==> config.mk <==
export PLATFORM = sky130hd
export DESIGN_NAME = axi_dut_slave
export DESIGN_NICKNAME = d
export VERILOG_FILES = /design/src/rtl/axi_dut_slave.sv
export SDC_FILE = /design/constraint.sdc
export NUM_CORES = 2
export LEC_CHECK = 0
export CORE_MARGIN = 4
export CORE_UTILIZATION = 35
export DETAILED_ROUTE_END_ITERATION = 7
export PLACE_DENSITY_LB_ADDON = 0.05
export SYNTH_ARGS = -nofsm -noshare
export SYNTH_HDL_FRONTEND = slang
export SYNTH_SLANG_ARGS = --single-unit
==> constraint.sdc <==
create_clock -name clk -period 22.9 [get_ports clk]
set_clock_uncertainty 0.2 [all_clocks]
set_input_delay 4.58 -clock clk [delete_from_list [all_inputs] [get_ports clk]]
set_output_delay 4.58 -clock clk [all_outputs]
set_load 0.02 [all_outputs]
==> src/rtl/axi_dut_slave.sv <==
// AXI4 slave backed by a small byte-addressed memory.
// Supports FIXED/INCR/WRAP bursts with strobes, one outstanding transaction per direction.
module axi_dut_slave #(
  parameter int unsigned ID_W      = 4,
  parameter int unsigned ADDR_W    = 32,
  parameter int unsigned DATA_W    = 32,
  parameter int unsigned MEM_BYTES = 128
) (
  input  logic                clk,
  input  logic                rst,
  input  logic [ID_W-1:0]     s_axi_awid,
  input  logic [ADDR_W-1:0]   s_axi_awaddr,
  input  logic [7:0]          s_axi_awlen,
  input  logic [2:0]          s_axi_awsize,
  input  logic [1:0]          s_axi_awburst,
  input  logic                s_axi_awlock,
  input  logic [3:0]          s_axi_awcache,
  input  logic [2:0]          s_axi_awprot,
  input  logic                s_axi_awvalid,
  output logic                s_axi_awready,
  input  logic [DATA_W-1:0]   s_axi_wdata,
  input  logic [DATA_W/8-1:0] s_axi_wstrb,
  input  logic                s_axi_wlast,
  input  logic                s_axi_wvalid,
  output logic                s_axi_wready,
  output logic [ID_W-1:0]     s_axi_bid,
  output logic [1:0]          s_axi_bresp,
  output logic                s_axi_bvalid,
  input  logic                s_axi_bready,
  input  logic [ID_W-1:0]     s_axi_arid,
  input  logic [ADDR_W-1:0]   s_axi_araddr,
  input  logic [7:0]          s_axi_arlen,
  input  logic [2:0]          s_axi_arsize,
  input  logic [1:0]          s_axi_arburst,
  input  logic                s_axi_arlock,
  input  logic [3:0]          s_axi_arcache,
  input  logic [2:0]          s_axi_arprot,
  input  logic                s_axi_arvalid,
  output logic                s_axi_arready,
  output logic [ID_W-1:0]     s_axi_rid,
  output logic [DATA_W-1:0]   s_axi_rdata,
  output logic [1:0]          s_axi_rresp,
  output logic                s_axi_rlast,
  output logic                s_axi_rvalid,
  input  logic                s_axi_rready
);

  localparam int unsigned STRB_W = DATA_W / 8;
  localparam int unsigned IDX_W  = $clog2(MEM_BYTES);
  localparam logic [ADDR_W-1:0] MEM_LIMIT = ADDR_W'(MEM_BYTES);
  localparam logic [1:0] RESP_OKAY   = 2'b00;
  localparam logic [1:0] RESP_SLVERR = 2'b10;
  localparam logic [1:0] BURST_RSVD  = 2'b11;

  typedef enum logic [1:0] {WIdle, WData, WResp} w_state_e;
  typedef enum logic {RIdle, RData} r_state_e;

  logic unused_sigs;
  assign unused_sigs = ^{s_axi_awlock, s_axi_awcache, s_axi_awprot,
                         s_axi_arlock, s_axi_arcache, s_axi_arprot};

  function automatic logic [ADDR_W-1:0] next_addr(input logic [ADDR_W-1:0] addr,
                                                  input logic [7:0]        len,
                                                  input logic [2:0]        size,
                                                  input logic [1:0]        burst);
    logic [ADDR_W-1:0] bytes, inc, total, lower;
    bytes = (size > 3'd2) ? ADDR_W'(4) : (ADDR_W'(1) << size);
    inc   = addr + bytes;
    total = bytes * (ADDR_W'(len) + ADDR_W'(1));
    // total is a power of two for the legal wrap lengths, so masking gives the boundary
    lower = addr & ~(total - ADDR_W'(1));
    case (burst)
      2'b01:   next_addr = inc;
      2'b10: begin
        if (len == 8'd1 || len == 8'd3 || len == 8'd7 || len == 8'd15) begin
          next_addr = (inc == lower + total) ? lower : inc;
        end else begin
          next_addr = inc;
        end
      end
      default: next_addr = addr;
    endcase
  endfunction

  logic [8*MEM_BYTES-1:0] mem_q, mem_d;

  // Write channel state
  w_state_e          w_state_q;
  logic [ID_W-1:0]   bid_q;
  logic [ADDR_W-1:0] w_addr_q;
  logic [7:0]        w_len_q, w_cnt_q;
  logic [2:0]        w_size_q;
  logic [1:0]        w_burst_q, bresp_q;
  logic              w_err_q, awready_q, wready_q, bvalid_q;

  logic [ADDR_W-1:0] w_base;
  logic              w_fire, w_last_beat, w_beat_err;

  always_comb begin
    w_base      = {w_addr_q[ADDR_W-1:2], 2'b00};
    w_fire      = (w_state_q == WData) && s_axi_wvalid && wready_q;
    w_last_beat = (w_cnt_q == w_len_q);
    w_beat_err  = (w_burst_q == BURST_RSVD) || (s_axi_wlast != w_last_beat);
    mem_d       = mem_q;
    for (int i = 0; i < int'(STRB_W); i++) begin
      if (s_axi_wstrb[i]) begin
        if ((w_base + ADDR_W'(i)) >= MEM_LIMIT) begin
          w_beat_err = 1'b1;
        end else if (w_fire && w_burst_q != BURST_RSVD) begin
          mem_d[8*(int'(w_base[IDX_W-1:0]) + i) +: 8] = s_axi_wdata[8*i +: 8];
        end
      end
    end
  end

  always_ff @(posedge clk or negedge rst) begin
    if (!rst) begin
      mem_q <= '0;
    end else begin
      mem_q <= mem_d;
    end
  end

  always_ff @(posedge clk or negedge rst) begin
    if (!rst) begin
      w_state_q <= WIdle;
      bid_q     <= '0;
      w_addr_q  <= '0;
      w_len_q   <= '0;
      w_cnt_q   <= '0;
      w_size_q  <= '0;
      w_burst_q <= '0;
      bresp_q   <= RESP_OKAY;
      w_err_q   <= 1'b0;
      awready_q <= 1'b0;
      wready_q  <= 1'b0;
      bvalid_q  <= 1'b0;
    end else begin
      case (w_state_q)
        WIdle: begin
          if (!awready_q) begin
            awready_q <= 1'b1;
          end else if (s_axi_awvalid) begin
            bid_q     <= s_axi_awid;
            w_addr_q  <= s_axi_awaddr;
            w_len_q   <= s_axi_awlen;
            w_size_q  <= s_axi_awsize;
            w_burst_q <= s_axi_awburst;
            w_cnt_q   <= '0;
            w_err_q   <= 1'b0;
            awready_q <= 1'b0;
            wready_q  <= 1'b1;
            w_state_q <= WData;
          end
        end
        WData: begin
          if (w_fire) begin
            w_addr_q <= next_addr(w_addr_q, w_len_q, w_size_q, w_burst_q);
            w_cnt_q  <= w_cnt_q + 8'd1;
            w_err_q  <= w_err_q | w_beat_err;
            if (w_last_beat) begin
              wready_q  <= 1'b0;
              bvalid_q  <= 1'b1;
              bresp_q   <= (w_err_q || w_beat_err) ? RESP_SLVERR : RESP_OKAY;
              w_state_q <= WResp;
            end
          end
        end
        WResp: begin
          if (s_axi_bready) begin
            bvalid_q  <= 1'b0;
            bresp_q   <= RESP_OKAY;
            awready_q <= 1'b1;
            w_state_q <= WIdle;
          end
        end
        default: w_state_q <= WIdle;
      endcase
    end
  end

  // Read channel state
  r_state_e          r_state_q;
  logic [ID_W-1:0]   rid_q;
  logic [ADDR_W-1:0] r_addr_q;
  logic [7:0]        r_len_q, r_cnt_q;
  logic [2:0]        r_size_q;
  logic [1:0]        r_burst_q, rresp_q;
  logic [DATA_W-1:0] rdata_q;
  logic              arready_q, rvalid_q, rlast_q;

  logic [ADDR_W-1:0] r_sel_addr, r_base;
  logic [1:0]        r_sel_burst;
  logic [DATA_W-1:0] r_word;
  logic              r_err;

  // In idle the beat-0 word comes from araddr; otherwise it is the next burst address
  always_comb begin
    if (r_state_q == RIdle) begin
      r_sel_addr  = s_axi_araddr;
      r_sel_burst = s_axi_arburst;
    end else begin
      r_sel_addr  = next_addr(r_addr_q, r_len_q, r_size_q, r_burst_q);
      r_sel_burst = r_burst_q;
    end
    r_base = {r_sel_addr[ADDR_W-1:2], 2'b00};
    r_err  = (r_base >= MEM_LIMIT) || (r_sel_burst == BURST_RSVD);
    r_word = '0;
    if (!r_err) begin
      for (int i = 0; i < int'(STRB_W); i++) begin
        r_word[8*i +: 8] = mem_q[8*(int'(r_base[IDX_W-1:0]) + i) +: 8];
      end
    end
  end

  always_ff @(posedge clk or negedge rst) begin
    if (!rst) begin
      r_state_q <= RIdle;
      rid_q     <= '0;
      r_addr_q  <= '0;
      r_len_q   <= '0;
      r_cnt_q   <= '0;
      r_size_q  <= '0;
      r_burst_q <= '0;
      rresp_q   <= RESP_OKAY;
      rdata_q   <= '0;
      arready_q <= 1'b0;
      rvalid_q  <= 1'b0;
      rlast_q   <= 1'b0;
    end else begin
      case (r_state_q)
        RIdle: begin
          if (!arready_q) begin
            arready_q <= 1'b1;
          end else if (s_axi_arvalid) begin
            rid_q     <= s_axi_arid;
            r_addr_q  <= s_axi_araddr;
            r_len_q   <= s_axi_arlen;
            r_size_q  <= s_axi_arsize;
            r_burst_q <= s_axi_arburst;
            r_cnt_q   <= '0;
            rdata_q   <= r_word;
            rresp_q   <= r_err ? RESP_SLVERR : RESP_OKAY;
            rlast_q   <= (s_axi_arlen == 8'd0);
            arready_q <= 1'b0;
            rvalid_q  <= 1'b1;
            r_state_q <= RData;
          end
        end
        RData: begin
          if (s_axi_rready) begin
            if (rlast_q) begin
              rvalid_q  <= 1'b0;
              rlast_q   <= 1'b0;
              rdata_q   <= '0;
              rresp_q   <= RESP_OKAY;
              arready_q <= 1'b1;
              r_state_q <= RIdle;
            end else begin
              r_addr_q <= r_sel_addr;
              r_cnt_q  <= r_cnt_q + 8'd1;
              rdata_q  <= r_word;
              rresp_q  <= r_err ? RESP_SLVERR : RESP_OKAY;
              rlast_q  <= ((r_cnt_q + 8'd1) == r_len_q);
            end
          end
        end
        default: r_state_q <= RIdle;
      endcase
    end
  end

  assign s_axi_awready = awready_q;
  assign s_axi_wready  = wready_q;
  assign s_axi_bid     = bid_q;
  assign s_axi_bresp   = bresp_q;
  assign s_axi_bvalid  = bvalid_q;
  assign s_axi_arready = arready_q;
  assign s_axi_rid     = rid_q;
  assign s_axi_rdata   = rdata_q;
  assign s_axi_rresp   = rresp_q;
  assign s_axi_rlast   = rlast_q;
  assign s_axi_rvalid  = rvalid_q;

endmodule

==> results.py <==
metrics = {
    "synth": {
        "synth_warnings": 0,
        "yosys_register_bits": 1182,
        "synth_flop_cell": "dfrtp_1",
        "synth-edff-count": 0,
        "avgSynthCellArea_sq_um": 8.394,
        "yosysSeqAreaShare_pct": 42.39,
        "synth_area_sq_um": 69770,
        "synth_cell_types": 116,
        "syn_inst": 8312,
        "async_flop_share_pct": 100.0,
    },
    "layout": {
        "final_util_pct": 39.96,
        "area_delta_synth_final_pct": 13.30,
        "fin_nets": 8641,
        "num-fill-cells": 20312,
        "drive_above_1_share_pct": 6.048,
    },
    "power_and_ir_drop": {
        "ir_drop_mv": 0.2680,
        "totalPowerFinal_uw": 12710,
        "p_leak_uw": 0.03358,
        "power_density_nw_per_um2": 160.8,
    },
    "floorplanning": {
        "io_pins": 208,
        "die_w_um": 454.5,
        "die_area_sq_um": 206500,
        "core_area_sq_um": 197800,
        "dieHeight_um": 454.5,
        "start_util_pct": 35.27,
        "num_rows": 163,
    },
    "route": {
        "wirelength_um": 272800,
        "num_vias": 62207,
        "avgRoutedWirePerCell_um": 24.74,
        "detail-route-antenna-nets": 0,
        "firstDrtPassIters": 6,
        "drt_iter0_drc": 5539,
        "drt-vias-per-instance": 5.641,
        "drc_errors": 0,
    },
    "critical_path": {
        "startpoint": "r_size_q[2]",
        "critPathMaxStageDelay_ns": 0.77,
        "required_ns": 23.36,
        "crit_path_start_kind": "register",
        "r2r_start": "r_size_q[2]",
        "crit_fanout": 125,
        "critical_path_class": "reg2reg",
        "critical-path-top-delay-family": "compound AO/OA/AOI/OAI gates",
        "slowest_stage": "buf_4",
        "cp.buffers_inverters": 7,
        "cp-end-kind": "register",
        "cp.arrival_ns": 14.50,
    },
    "global_route": {
        "gr-total-overflow": 0,
        "antenna_found_initial": 5,
        "grt_use_total_pct": 25.93,
        "grt_pass1_vias": 59845,
        "grt_max_degree": 168,
        "grt_pass1_wl_um": 406300,
    },
    "clocking": {
        "cts_resized": 0,
        "ctsLongestPathBuffers": 3,
        "cts_tree": "done",
        "ctsHoldBuffers": 0,
        "ctsHtreeMaxLevel": 4,
        "cts_setup_buffers": 0,
        "clk_pin_slew_worst_paths_ns": 0.06,
        "clock_latency_ns": 0.80,
        "numCtsBuffers": 148,
        "root_buffer": "clkbuf_16",
        "numClockSinks": 1182,
    },
    "sta": {
        "fmax_ghz": 0.07122,
        "slew_headroom_pct": 15.43,
        "fin_tns_setup_ns": 0,
        "period_share_pct": 61.32,
        "setup_viol": 0,
        "rsz0062_at_grt": "no",
        "slew_violations": 0,
        "hold_violations": 0,
        "worst-slew-pin-transition_ns": 1.265,
        "finalCriticalPeriod_ns": 14.04,
    },
    "place": {
        "place_hpwl_um": 175900,
        "gp_congestion": 0.8937,
        "numPortBuffers": 189,
    },
    "job": {
        "cap_violations": 0,
    },
    "min_path": {
        "worstHoldStart": "mem_q[809]",
        "worstHoldPathType": "reg2reg",
    },
    "status": {
        "status": "completed",
    },
}
[per-stage QoR]
stage	instance area, sq um	worst slack, ns	cells	hold WS (ns)
global route	79040	8.004	11023	0.2817
global placement	74090	8.955	10762	0.2516
detailed placement	74090	8.935	10762	0.2574
CTS	79040	8.912	11023	0.2706
finish	79050	8.859	11028	0.2670
floorplan	70150	12.94	8414	0.2403
[flip-flops by register name, summed over array words and instances, names as in the netlist, 2 cells and up]
signal and cells:
w_size_q 3, w_addr_q 32, r_burst_q 2, w_len_q 8, w_cnt_q 8, mem_q 1024
s_axi_bid 4, s_axi_rdata 32, s_axi_rid 4, w_burst_q 2, r_len_q 8, r_addr_q 32
w_state_q 2, r_size_q 3, r_cnt_q 8
[cell type report]
type / count / area, sq um / area share [%]
flip-flops and latches: 1182 / 29580 / 37.42
clock buffers: 216 / 4344 / 5.495
repair buffers: 295 / 2805 / 3.549
clock inverters: 45 / 599.3 / 0.7582
multi-input cells: 6463 / 37720 / 47.72
diodes: 5 / 12.51 / 0.01583
well taps: 2640 / 3303 / 4.179
inverters: 182 / 683.2 / 0.8642
[cells in the final DEF, fill, tap and decap left out, drive strengths merged, types with 17 or more instances in the layout]
cell / n
nand2: 2474
dfrtp: 1182
o21ai: 638
o31ai: 547
nand3: 330
nor2: 279
clkbuf: 216
clkdlybuf4s50: 188
inv: 182
o211ai: 161
a21oi: 159
mux2i: 156
and3: 154
a211oi: 146
ha: 122
buf: 107
xnor2: 105
conb: 104
a31oi: 100
fa: 89
nand4: 75
xor2: 75
nor3: 75
mux2: 60
nor4: 54
a221oi: 46
and2: 38
a22o: 35
o311a: 32
nand2b: 31
clkinv: 31
nor2b: 28
o22ai: 28
a21o: 24
or3: 24
or2: 23
o21a: 20
o2111ai: 17
[synthesized netlist by cell type, drive strengths merged, types with 9 or more instances]
| library cell | instances | area share [%] |
|---|---|---|
| a2111oi | 9 | 0.15 |
| a211o | 10 | 0.13 |
| a211oi | 146 | 1.6 |
| a21boi | 10 | 0.11 |
| a21o | 24 | 0.26 |
| a21oi | 159 | 1.2 |
| a221oi | 46 | 0.60 |
| a22o | 35 | 0.44 |
| a31oi | 100 | 0.90 |
| and2 | 38 | 0.34 |
| and3 | 154 | 1.4 |
| buf | 123 | 0.89 |
| clkbuf | 464 | 2.5 |
| dfrtp | 1182 | 42 |
| fa | 89 | 2.6 |
| ha | 122 | 2.2 |
| inv | 177 | 0.95 |
| mux2 | 60 | 0.97 |
| mux2i | 156 | 2.2 |
| nand2 | 2474 | 13 |
| nand2b | 31 | 0.28 |
| nand3 | 330 | 2.4 |
| nand4 | 75 | 0.68 |
| nor2 | 279 | 1.5 |
| nor2b | 28 | 0.25 |
| nor3 | 75 | 0.55 |
| nor3b | 11 | 0.13 |
| nor4 | 54 | 0.65 |
| o2111ai | 17 | 0.24 |
| o211a | 11 | 0.16 |
| o211ai | 161 | 1.7 |
| o21a | 20 | 0.22 |
| o21ai | 638 | 4.6 |
| o22ai | 28 | 0.25 |
| o311a | 32 | 0.46 |
| o311ai | 9 | 0.13 |
| o31ai | 547 | 5.9 |
| or2 | 23 | 0.21 |
| or3 | 24 | 0.22 |
| or4 | 10 | 0.11 |
| xnor2 | 105 | 1.3 |
| xor2 | 75 | 0.96 |
[path summary, 6_finish.rpt]
| kind | end | slack, ns | cells after the start |
|---|---|---|---|
| worst max-delay path | s_axi_rdata[20] | 8.86 | 38 |
| worst min-delay path | mem_q[809] | 0.27 | 2 |
| worst max register to register | s_axi_rdata[20] | 8.86 | 38 |
| worst min register to register | mem_q[809] | 0.27 | 2 |
| max in group asynchronous | w_addr_q[4] | 14.75 | 5 |
| min in group asynchronous | mem_q[219] | 3.57 | 1 |
[layer usage]
| metal | global-route usage (%) | vias to the layer above | routed length [um] |
|---|---|---|---|
| met5 | 0 | - | 27 |
| met4 | 8.185 | 4 | 9014 |
| met3 | 3.677 | 415 | 15010 |
| met2 | 40.48 | 1874 | 122000 |
| met1 | 37.10 | 30662 | 126700 |
| li1 | - | 29252 | - |
[worst reg2reg max path: cells and delay by family, from the launching register on]
family / cells / cell delay (ns)
simple gates: 10 / 3.69
fa+ha+maj: 6 / 2.76
buf+inv: 7 / 2.45
mux: 2 / 0.48
compound gates: 13 / 3.96
flops: 1 / 0.43
[report_power, final]
group | internal (uW) | switching (uW) | total [uW]
registers | 2190 | 208 | 2400
clock network | 1440 | 982 | 2420
logic | 2400 | 5500 | 7900
[kinds of logic after synthesis]
kind of cell               count (synthesis)  share of synthesized area (%)
other                                      2                        0.01076
and+or+nand+nor                         3643                          22.49
adders and majority gates                211                          4.742
xor gates and xnor gates                 184                          2.421
muxes                                    216                          3.212
DFF                                     1182                          42.39
AOI/OAI and AO/OA                       2105                          20.36
buffers and inverters                    769                          4.370
Note: power is estimated with default switching activity, not from simulation.
